$ cat src/rtl/dist_pkg.sv
// Shared types and arithmetic helpers for the multimode AXIS distortion block.
package dist_pkg;

    localparam int unsigned GAIN_FRAC_W = 4;
    localparam int unsigned CALC_W      = 64;

    typedef logic signed [CALC_W-1:0] calc_t;

    typedef enum logic [1:0] {
        DIST_BYPASS = 2'd0,
        DIST_HARD   = 2'd1,
        DIST_FOLD   = 2'd2,
        DIST_SOFT   = 2'd3
    } dist_mode_e;

    // Saturate x to the signed full-scale range of a w-bit two's complement value.
    function automatic calc_t sat_signed(input calc_t x, input int unsigned w);
        calc_t hi;
        calc_t lo;
        hi = (calc_t'(1) <<< (w - 1)) - calc_t'(1);
        lo = -hi - calc_t'(1);
        if (x > hi) begin
            return hi;
        end
        if (x < lo) begin
            return lo;
        end
        return x;
    endfunction

    // Clamp x into the symmetric window [-t, +t]; t is non-negative.
    function automatic calc_t clamp_sym(input calc_t x, input calc_t t);
        if (x > t) begin
            return t;
        end
        if (x < -t) begin
            return -t;
        end
        return x;
    endfunction

endpackage

$ cat src/rtl/dist_shaper.sv
// Combinational stage-2 waveshaper: hard clip, fold-back and soft knee.
// Soft knee for mode 3 exists only when DIST_SOFTCLIP_EN is defined; otherwise mode 3 is a hard clip.
module dist_shaper
    import dist_pkg::*;
#(
    parameter int unsigned SAMPLE_W = 24
) (
    input  logic signed [SAMPLE_W-1:0] i_p,
    input  logic        [SAMPLE_W-2:0] i_thr,
    input  dist_mode_e                 i_mode,
    output logic signed [SAMPLE_W-1:0] o_out_c,
    output logic                       o_mod_c
);

    calc_t w_p;
    calc_t w_t;
    calc_t w_mag;
    calc_t w_res;
    logic  w_mod;

    always_comb begin
        w_p   = calc_t'(i_p);
        w_t   = calc_t'(i_thr);
        w_mag = (w_p < 0) ? -w_p : w_p;
        w_res = w_p;
        w_mod = 1'b0;
        case (i_mode)
            DIST_HARD: begin
                w_res = clamp_sym(w_p, w_t);
                w_mod = (w_mag > w_t);
            end
            DIST_FOLD: begin
                // Reflect about the threshold, then clamp what still overshoots (large p or T=0).
                if (w_p > w_t) begin
                    w_res = (w_t <<< 1) - w_p;
                end else if (w_p < -w_t) begin
                    w_res = -(w_t <<< 1) - w_p;
                end
                w_res = clamp_sym(w_res, w_t);
                w_mod = (w_mag > w_t);
            end
            DIST_SOFT: begin
`ifdef DIST_SOFTCLIP_EN
                calc_t v_half;
                calc_t v_knee;
                v_half = w_t >>> 1;
                v_knee = v_half + ((w_mag - v_half) >>> 1);
                if (v_knee > w_t) begin
                    v_knee = w_t;
                end
                if (w_mag > v_half) begin
                    w_res = (w_p < 0) ? -v_knee : v_knee;
                    w_mod = 1'b1;
                end
`else
                w_res = clamp_sym(w_p, w_t);
                w_mod = (w_mag > w_t);
`endif
            end
            default: begin
                w_res = w_p;
                w_mod = 1'b0;
            end
        endcase
        o_out_c = SAMPLE_W'(w_res);
        o_mod_c = w_mod;
    end

endmodule

$ cat src/rtl/axis_multimode_distortion.sv
// Two-stage AXI-Stream distortion pipeline with per-beat captured controls and a clip counter.
// Optional soft-knee mode 3 is enabled by defining DIST_SOFTCLIP_EN.
module axis_multimode_distortion
    import dist_pkg::*;
#(
    parameter int unsigned DATA_W   = 32,
    parameter int unsigned SAMPLE_W = 24,
    parameter int unsigned NUM_CH   = 2,
    parameter int unsigned GAIN_W   = 8,
    parameter int unsigned CNT_W    = 16
) (
    input  logic                clk,
    input  logic                resetn,
    input  logic                distortion_enable,
    input  logic [1:0]          mode,
    input  logic [GAIN_W-1:0]   gain,
    input  logic [SAMPLE_W-2:0] threshold,
    input  logic [NUM_CH-1:0]   ch_enable,
    input  logic                clip_clear,
    input  logic [DATA_W-1:0]   s_axis_data,
    input  logic                s_axis_valid,
    input  logic                s_axis_last,
    output logic                s_axis_ready,
    output logic [DATA_W-1:0]   m_axis_data,
    output logic                m_axis_valid,
    output logic                m_axis_last,
    input  logic                m_axis_ready,
    output logic [CNT_W-1:0]    clip_count
);

    localparam int unsigned CH_W   = (NUM_CH > 1) ? $clog2(NUM_CH) : 1;
    localparam int unsigned PROD_W = SAMPLE_W + GAIN_W + 1;

    logic                       w_adv;
    logic                       w_accept;
    logic                       w_fx;
    logic signed [SAMPLE_W-1:0] w_sample;
    logic signed [PROD_W-1:0]   w_prod;
    logic signed [SAMPLE_W-1:0] w_p;
    logic signed [SAMPLE_W-1:0] w_shaped;
    logic                       w_mod;

    logic [CH_W-1:0]            r_ch;
    logic                       r_s1_valid;
    logic                       r_s1_last;
    logic                       r_s1_fx;
    logic [DATA_W-1:0]          r_s1_word;
    logic signed [SAMPLE_W-1:0] r_s1_p;
    logic [SAMPLE_W-2:0]        r_s1_thr;
    dist_mode_e                 r_s1_mode;

    logic                       r_m_valid;
    logic                       r_m_last;
    logic [DATA_W-1:0]          r_m_data;
    logic                       r_m_mod;
    logic [CNT_W-1:0]           r_clip_cnt;

    assign w_adv        = !r_m_valid || m_axis_ready;
    assign s_axis_ready = w_adv;
    assign w_accept     = s_axis_valid && w_adv;

    // Stage-1 arithmetic: Q.4 pre-gain with saturation back to sample full scale.
    assign w_sample = s_axis_data[SAMPLE_W-1:0];
    assign w_prod   = PROD_W'(w_sample) * PROD_W'($signed({1'b0, gain}));
    assign w_p      = SAMPLE_W'(sat_signed(calc_t'(w_prod >>> GAIN_FRAC_W), SAMPLE_W));
    assign w_fx     = distortion_enable && ch_enable[r_ch] && (mode != 2'd0);

    // Channel position within the interleaved frame; a packet end realigns to channel 0.
    always_ff @(posedge clk or negedge resetn) begin
        if (!resetn) begin
            r_ch <= '0;
        end else if (w_accept) begin
            if (s_axis_last || (r_ch == CH_W'(NUM_CH - 1))) begin
                r_ch <= '0;
            end else begin
                r_ch <= r_ch + CH_W'(1);
            end
        end
    end

    always_ff @(posedge clk or negedge resetn) begin
        if (!resetn) begin
            r_s1_valid <= 1'b0;
            r_s1_last  <= 1'b0;
            r_s1_fx    <= 1'b0;
            r_s1_word  <= '0;
            r_s1_p     <= '0;
            r_s1_thr   <= '0;
            r_s1_mode  <= DIST_BYPASS;
        end else if (w_adv) begin
            r_s1_valid <= s_axis_valid;
            r_s1_last  <= s_axis_last;
            r_s1_fx    <= w_fx;
            r_s1_word  <= s_axis_data;
            r_s1_p     <= w_p;
            r_s1_thr   <= threshold;
            r_s1_mode  <= dist_mode_e'(mode);
        end
    end

    dist_shaper #(
        .SAMPLE_W (SAMPLE_W)
    ) u_shaper (
        .i_p     (r_s1_p),
        .i_thr   (r_s1_thr),
        .i_mode  (r_s1_mode),
        .o_out_c (w_shaped),
        .o_mod_c (w_mod)
    );

    // Output stage; holds steady whenever the downstream stalls.
    always_ff @(posedge clk or negedge resetn) begin
        if (!resetn) begin
            r_m_valid <= 1'b0;
            r_m_last  <= 1'b0;
            r_m_data  <= '0;
            r_m_mod   <= 1'b0;
        end else if (w_adv) begin
            r_m_valid <= r_s1_valid;
            r_m_last  <= r_s1_last;
            r_m_data  <= r_s1_fx ? {r_s1_word[DATA_W-1:SAMPLE_W], w_shaped} : r_s1_word;
            r_m_mod   <= r_s1_valid && r_s1_fx && w_mod;
        end
    end

    always_ff @(posedge clk or negedge resetn) begin
        if (!resetn) begin
            r_clip_cnt <= '0;
        end else if (clip_clear) begin
            r_clip_cnt <= '0;
        end else if (r_m_valid && m_axis_ready && r_m_mod && (r_clip_cnt != {CNT_W{1'b1}})) begin
            r_clip_cnt <= r_clip_cnt + CNT_W'(1);
        end
    end

    assign m_axis_valid = r_m_valid;
    assign m_axis_last  = r_m_last;
    assign m_axis_data  = r_m_data;
    assign clip_count   = r_clip_cnt;

endmodule

$ cat config.mk
export PLATFORM = sky130hd
export DESIGN_NAME = axis_multimode_distortion
export DESIGN_NICKNAME = d
export VERILOG_FILES = /design/src/rtl/dist_pkg.sv /design/src/rtl/dist_shaper.sv /design/src/rtl/axis_multimode_distortion.sv
export SDC_FILE = /design/constraint.sdc
export NUM_CORES = 1
export LEC_CHECK = 0
export ABC_AREA = 0
export CORE_MARGIN = 2
export CORE_UTILIZATION = 51
export DETAILED_ROUTE_END_ITERATION = 16
export GPL_TIMING_DRIVEN = 0
export PLACE_DENSITY = 0.74
export SYNTH_ARGS = -nofsm -noshare
export SYNTH_HDL_FRONTEND = slang
export SYNTH_HIERARCHICAL = 1
export SYNTH_SLANG_ARGS = --single-unit
$ cat constraint.sdc
create_clock -name clk -period 8.58 [get_ports clk]
set_clock_uncertainty 0.15 [all_clocks]
set_input_delay 1.716 -clock clk [delete_from_list [all_inputs] [get_ports clk]]
set_output_delay 1.716 -clock clk [all_outputs]
set_load 0.005 [all_outputs]
Word-level counts from Yosys, hierarchy flattened --
Cells that the tools add are included.
Storage, ports and cells: bits in registers 136, input port bits 74, word-level logic and storage cells 90, output and inout port bits 51
Operators by class: reductions and logical operators 14, $mul 1, multiplexer cells 42, add/sub/neg operators 7, order comparisons 9, equal/unequal tests 4
Operator list (number):
- $mux 24 | 15
- $mux 64 | 4
- $gt 64x24->1 | 2
- $neg 24->64 | 2
- $pmux 24 s3 | 1
- $lt 24x64->1 | 1
- $lt 64x64->1 | 1
- $neg 23->64 | 1
- $sub 64x24->64 | 1
- $mul 24x9->33 | 1
- $mux 16 | 2
- $gt 29x24->1 const B | 1
- $lt 29x24->1 const B | 1
- $sub 25x24->26 | 1
- $gt 24x24->1 | 1
- $lt 24x1->1 const B | 1
- $mux 1 | 20
- $add 16x1->16 const B | 1
- $ne 16x16->1 const B | 1
- $logic_and 1x1->1 | 8
- $eq 2x2->1 const B | 2
- $reduce_bool 2->1 | 2
- $reduce_or 3->1 | 1
- $eq 2x1->1 const B | 1
- 4 further kinds | 5

Depth between registers and ports, before layout --
Gate-level depths: netlist of run 1.
depth after elaboration 14, depth in mapped cells 42

Hierarchy --
Netlist of run 1, hierarchy kept.
Modules (own cells, without submodules):
- axis_multimode_distortion | seq. area each 3403.3 um^2, instances 1, area each 12693.4 um^2, cells each 1436
- dist_shaper | seq. area each 0.0 um^2, instances 1, area each 9446.6 um^2, cells each 1362

Worst setup path before layout of run 1 --
No wires, ideal clock.
kind reg-to-reg, start register r_s1_thr[1], end register r_m_data[2], in the netlist m_axis_data[2], arrival time 8.177 ns, stages on the path, launching flop included 41, slack 0.120 ns, cell sequence dfrtp_1 inv_1 ha_1 or3b_2 nor2_1 nand2_1 nor3_1 nand3_1 or3_1 clkbuf_1 nor3_1 ha_1 ha_1 and3_1 nand3_1 or4_1 o31ai_1 a211oi_1 [5 not listed] ha_1 and4_1 o211ai_1 or3_1 a21oi_1 nor3_1 nor2_1 nand2_1 o21ai_0 nor4_1 o211a_1 o21ai_2 xor2_4 buf_6 mux2i_1 o221ai_1 mux2i_1 o21ai_0
On the way: cells in the longest elaborated chain, start to end 13
Ends and longest elaborated chain:
- start: declaration | line axis_multimode_distortion.sv:49 | logic [SAMPLE_W-2:0] r_s1_thr;
- start signal: assignment | line axis_multimode_distortion.sv:96 | r_s1_thr <= threshold;
- $neg 24->64 / $neg 23->64 (equally long branches) | line dist_shaper.sv:37, dist_pkg.sv:36, dist_shaper.sv:36
- $sub 64x24->64 / $lt 24x64->1 (equally long branches) | line dist_shaper.sv:37, dist_pkg.sv:36, dist_shaper.sv:36
- $mux 64 | line dist_shaper.sv:36 | end else if (w_p < -w_t) begin
- $mux 64 | line dist_shaper.sv:34 | if (w_p > w_t) begin
- $mux 64 | line dist_shaper.sv:27 | case (i_mode)
- $lt 64x64->1 | line dist_pkg.sv:36 | if (x < -t) begin
- $mux 1 (2 in a row) | line dist_pkg.sv:36
- $mux 1 | line dist_shaper.sv:27
- $mux 24 | line dist_pkg.sv:39 | return x;
- $mux 24 | line dist_pkg.sv:36
- $pmux 24 s3 (*) | line dist_shaper.sv:27
- named net w_shaped[2] | line axis_multimode_distortion.sv:40 | logic signed [SAMPLE_W-1:0] w_shaped;
- $mux 24 (*) | line axis_multimode_distortion.sv:121 | r_m_data <= r_s1_fx ? {r_s1_word[DATA_W-1:SAMPLE_W], w_shaped} : r_s1_word;
- end signal: assignment | line axis_multimode_distortion.sv:121
- end: declaration | line axis_multimode_distortion.sv:54 | logic [DATA_W-1:0] r_m_data;
The timed path passes the listed nets; every way through them passes the cells marked *. The select of a mux whose other input is x is not followed. A chain may end at the register's enable or synchronous reset.

Final worst setup path of run 1 --
start register r_s1_thr[1], end register r_m_data[12], in the netlist m_axis_data[12]
Same word-level chain as after synthesis.

==> results of run 1 <==
[per-layer routing]
metal	track usage (%)	wire length [µm]	vias up
met2	56.7	35300	917
li1	-	-	9909
met1	44.2	31900	10300
met5	0	0	-
met4	19.5	4470	0
met3	5.24	5290	210
[cell families after synthesis]
group	Yosys count	share of synthesized area [%]
simple gates	984	20.6
xor+xnor	122	4.91
compound gates	613	18.5
buf+inv	453	8.23
fa+ha+maj	443	30.2
mux	47	2.14
flops	136	15.4
[worst register-to-register path, delay by kind of cell (launching register included)]
kind,cells,cell delay [ps]
AO/OA/AOI/OAI,14,2610
flip-flops,1,430
AND/OR/NAND/NOR,15,2800
XOR/XNOR,1,180
buffers and inverters,7,990
multiplexers,2,520
adder cells (fa/ha/maj),3,740
[cells in the mapped netlist, types with 35 or more instances]
master and number:
nor2_1 202, clkbuf_1 94, a21o_1 44, nor3_1 35, and2_1 103, a21oi_1 129, dfrtp_1 136, mux2i_1 45
nand3_1 47, fa_1 152, xnor2_1 87, nand2_1 433, ha_1 290, o21ai_0 159, inv_1 324
[through the flow]
stage               cell area, µm²  setup slack (ps)  cells  total power [mW]  util (%)
finish                       25900              33.7   3581              11.6      60.2
global route                 25900              -138   3581              12.5      60.2
CTS                          25300             -2.42   3561              11.0      59.0
detailed placement           24000             -3530   3494              9.69      55.8
global placement             24000             -3440   3493              9.50      55.8
floorplan                    22100               120   2798              7.33         -
[flip-flops by register name, indices dropped and copies added (netlist names), 2 cells and up]
| register | flops |
|---|---|
| r_s1_word | 32 |
| r_s1_p | 24 |
| r_s1_thr | 23 |
| r_s1_mode | 2 |
| m_axis_data | 32 |
| clip_count | 16 |
[area by class of cell]
cell class / instances / area share [%]
sequential: 136 / 13.2
clock inverter: 12 / 0.552
timing repair buffer: 169 / 6.33
clock buffer: 20 / 1.77
multi-input combinational: 2209 / 67.9
tap: 585 / 2.83
inverter: 325 / 4.73
buffer: 125 / 2.69
[repair_timing]
| item | in CTS | in global routing |
|---|---|---|
| setup endpoints to repair | 24 | 47 |
| resized for setup | 117 | 106 |
| buffers inserted | 37 | 21 |
| pin swaps | 28 | 46 |
| gates cloned | 0 | 0 |
[final timing paths]
path / end
min in group asynchronous: r_s1_thr[15]$_DFFE_PN0N_
hold / removal: m_axis_data[28]$_DFFE_PN0N_
max in group asynchronous: r_s1_thr[0]$_DFFE_PN0N_
hold reg to reg: m_axis_data[28]$_DFFE_PN0N_
setup reg to reg: m_axis_data[12]$_DFFE_PN0N_
setup / recovery: m_axis_data[12]$_DFFE_PN0N_
[power breakdown]
part           internal, mW  leakage, nW  switching (mW)  total, mW
Sequential            0.805         1.64           0.285       1.09
Combinational          4.04         10.4            5.67       9.71
Clock                 0.446        0.285           0.317      0.763
Total                  5.29         12.3            6.27       11.6
==> impl_metrics.toml, run 1 <==
[synthesis]
synth_warnings = 6
synth_top_area_cell = "ha_1"
syn-num-nets = 3314
synth_area_leaders = "ha_1 16%, dfrtp_1 15%, fa_1 14%, nand2_1 7.3%, inv_1 5.5%"
synth_edf_count = 0
synth_area_um2 = 22100
yosysUniqueCellTypes = 95
synth_top_area_share_pct = 16.4
syn_inst = 2798
ys_seq_area_share_pct = 15.4
synth-seq-cells = 136
synth_ff_type = "dfrtp_1"
synth_area_per_cell_um2 = 7.91
synthArstFlopShare_pct = 100

[clock_tree]
path_clk_slew_ps = 80
htreeDepth = 4
cts.path.max_buffers = 2
cts_buffers = 17
cts_tree = "yes"
clock_sinks = 136
hold_buffers = 0
cts_root_buf = "clkbuf_16"
clk_latency_ps = 470

[cells_and_area]
drive_gt1_share_pct = 9.98
antenna_cells = 0
layout.area.seq_um2 = 3410
areaGrowthSynthToFinish_pct = 16.8
mostFrequentLayoutCells = "431 x nand2_1, 321 x inv_1, 286 x ha_1"
nFillCells = 3877
final_common_cell = "nand2_1"
nets = 3499
multiInputGateArea_um2 = 17600

[power_and_ir_drop]
ir_drop_v = 0.000234
powerDensity_nw_per_um2 = 447
leakage_nw = 12.3

[setup_path]
start_kind = "register"
path_common_cell = "nor2_4"
critPathTopFamily = "simple AND/OR/NAND/NOR gates"
critPathKind = "reg -> reg"
cp_num_cells = 42
slowest_delay_ps = 430
worstPathArrival_ps = 8720
r2r_cells = 42
path_max_fanout = 6
cp_slowest_cell = "dfrtp_2"
path_buf_inv = 7
crit_path_start = "r_s1_thr[1]$_DFFE_PN0N_"
regToRegSetupSlack_ps = 30
worstPathRequired_ps = 8750
crit_path_end_kind = "register"
worstReg2RegStart = "r_s1_thr[1]$_DFFE_PN0N_"

[floorplan]
std_cell_rows = 76
ios = 125
dieArea_um2 = 45100
start_util_pct = 51.5
die_height_um = 212
core-area_um2 = 43000
fp.dieW_um = 212

[sta]
fin_crit_ps = 8550
slew_headroom_pct = 24.3
setup_tns_ps = 0
finalHoldWorstSlack_ps = 314
final_hold_viol_count = 0
worst_slew_pin_slew_ps = 1140
max_freq_mhz = 117
finalCritPeriodShare_pct = 99.6
final-max-slew-violation-count = 0
grt_setup_unrepaired = "true"
setup_viol = 0

[drt]
first_pass_iters = 6
finalWirelength_um = 77000
routedWlPerCell_um = 21.5
drc = 0
vias = 21400
drtIter0Drc = 1749
drt.antenna.violating_nets = 0
vias_per_cell = 5.96

[run]
max_cap_viol_count = 0

[worst_hold_path]
hold_start = "r_s1_word[28]$_DFFE_PN0N_"
hold_depth = 2
hold_class = "reg -> reg"

[grt]
grt_pass1_vias = 21400
grt_max_degree = 92
grt.overflow.total = 0
grtUsageTotal_pct = 34.7
grt_pass1_wl_um = 120000
antenna_found_initial = 1

[placement]
portBuffers = 110
dpl.hpwl_um = 62600
place.gp.congestion = 1.04

[status]
outcome = "finished, final reports clean"
No activity file was read; power rests on OpenSTA's default activity.
==> inputs of run 2 (changes only) <==
- PLACE_DENSITY: 0.74 -> 0.8
- clock period: 8.58 -> 7.64 ns (I/O delays scaled with it)
==> impl_metrics.toml, run 2 (synthesis gave the netlist of run 1 again) <==
[status]
outcome = "complete, but fails checks"
violations = "setup timing"

[cells_and_area]
drive_gt1_share_pct = 10.5
nets = 3501
areaGrowthSynthToFinish_pct = 17.6
design_area_um2 = 26000
mostFrequentLayoutCells = "431 x nand2_1, 321 x inv_1, 282 x ha_1"
final_common_cell = "nand2_1"
antenna_cells = 0

[drt]
vias_per_cell = 6.03
drt.antenna.violating_nets = 0
routedWlPerCell_um = 21.3
finalWirelength_um = 76300
first_pass_iters = 6
drc = 0
drtIter0Drc = 1887
vias = 21600

[sta]
fin_crit_ps = 8520
final_hold_viol_count = 0
grt_setup_unrepaired = "true"
final-max-slew-violation-count = 0
fin_ws_ps = -880
slew_headroom_pct = 29.1
finalCritPeriodShare_pct = 112
finalHoldWorstSlack_ps = 320
max_freq_mhz = 117
worst_slew_pin_slew_ps = 1060
setup_tns_ps = -19430
setup_viol = 24

[clock_tree]
cts_tree = "yes"
cts_root_buf = "clkbuf_16"
htreeDepth = 4
clk_latency_ps = 450
cts.path.max_buffers = 2
clock_sinks = 136
cts_buffers = 17
path_clk_slew_ps = 70
hold_buffers = 0

[grt]
antenna_found_initial = 1
grt_pass1_vias = 21400
grt_pass1_wl_um = 118000
grt_max_degree = 88
grt.overflow.total = 0
grtUsageTotal_pct = 34.0

[placement]
place_ws_ps = -2330
place_area_um2 = 24100
portBuffers = 110
dpl.hpwl_um = 61800
place.gp.congestion = 1.01

[floorplan]
core-area_um2 = 43000
start_util_pct = 51.5
std_cell_rows = 76
ios = 125
die_height_um = 212
fp.dieW_um = 212
dieArea_um2 = 45100

[power_and_ir_drop]
powerDensity_nw_per_um2 = 515
switching_share_pct = 54.0
clock_power_share_pct = 6.1
internal_power_mw = 6.17
ir_drop_v = 0.000383
p_total_mw = 13.4
leakage_nw = 12.4
p_switching_mw = 7.25
sequentialPowerShare_pct = 9.0
combPwrFrac_pct = 84.9

[setup_path]
r2r-end = "m_axis_data[9]$_DFFE_PN0N_"
worstPathArrival_ps = 8740
start_kind = "register"
cp_slowest_cell = "dfrtp_2"
path_max_fanout = 7
crit_path_start = "r_s1_thr[1]$_DFFE_PN0N_"
regToRegSetupSlack_ps = -880
cp-endpoint = "m_axis_data[9]$_DFFE_PN0N_"
r2r_cells = 42
slowest_delay_ps = 440
critPathKind = "reg -> reg"
worstPathRequired_ps = 7860
crit_path_end_kind = "register"
worstReg2RegStart = "r_s1_thr[1]$_DFFE_PN0N_"

[run]
max_cap_viol_count = 0

[worst_hold_path]
hold_depth = 2
hold_class = "reg -> reg"
==> run 2: cell count changes in the layout (fill, tap and decap cells not counted), moves of 4 or more <==
cell	delta
clkbuf_1	-8
o21ai_1	+9
ha_4	+4
o21ai_0	-9
inv_8	+4
clkbuf_2	+5
inv_6	+4
ha_1	-4
==> run 2: area by class of cell <==
class / instances / area (µm²)
tap: 585 / 732
multi-input combinational: 2209 / 17700
clock buffer: 17 / 425
inverter: 325 / 1220
sequential: 136 / 3410
clock inverter: 15 / 148
timing repair buffer: 171 / 1710
buffer: 125 / 729
fill: 3866 / 16900
==> run 2: what timing repair did <==
item | CTS | global route
setup buffers | 40 | 18
resized for setup | 99 | 117
pin swaps | 36 | 40
endpoints found under the hold margin | 0 | 0
setup endpoints to repair | 47 | 47
cloned | 2 | 0
==> run 2: metal layers <==
| layer | GRT usage, % | wire length (µm) |
|---|---|---|
| met4 | 19.4 | 4890 |
| met2 | 56.6 | 35400 |
| met5 | 0 | 0 |
| met1 | 42.7 | 30800 |
| met3 | 4.30 | 5220 |
==> run 2: per-stage QoR <==
stage          utilization (%)  cells
5_1_grt                   60.6   3583
2_1_floorplan                -   2798
3_3_place_gp              56.1   3493
4_1_cts                   59.3   3566
6_report                  60.6   3583
3_5_place_dp              56.2   3494
==> run 2: how the worst min path moves through the flow <==
stage	start	slack, ps	to
2_1_floorplan	r_s1_mode[0]$_DFFE_PN0N_	290	r_s1_mode[0]$_DFFE_PN0N_
6_report	r_s1_word[26]$_DFFE_PN0N_	320	r_s1_word[26]$_DFFE_PN0N_
3_3_place_gp	r_s1_last$_DFFE_PN0N_	300	r_s1_last$_DFFE_PN0N_
3_5_place_dp	r_s1_word[30]$_DFFE_PN0N_	310	r_s1_word[30]$_DFFE_PN0N_
5_1_grt	r_s1_word[27]$_DFFE_PN0N_	340	r_s1_word[27]$_DFFE_PN0N_
4_1_cts	r_s1_word[30]$_DFFE_PN0N_	320	r_s1_word[30]$_DFFE_PN0N_
==> run 2: critical path: cells and delay by family, from the launching register on <==
family                     cells  cell delay [ps]
DFF                            1              440
AOI/OAI and AO/OA             14             2970
buffers and inverters          7              920
muxes                          2              230
adders and majority gates      3              730
xor gates and xnor gates       1              180
and+or+nand+nor               15             2770
==> run 2: power by group through the flow <==
| stage | clock network (mW) | logic, mW | registers (mW) |
|---|---|---|---|
| after floorplan | 0 | 7.18 | 1.10 |
| after global placement | 0 | 9.41 | 1.20 |
| final | 0.818 | 11.4 | 1.21 |
| after CTS | 0.829 | 10.5 | 1.20 |
| after detailed placement | 0 | 9.67 | 1.21 |
| after global routing | 0.855 | 12.3 | 1.23 |
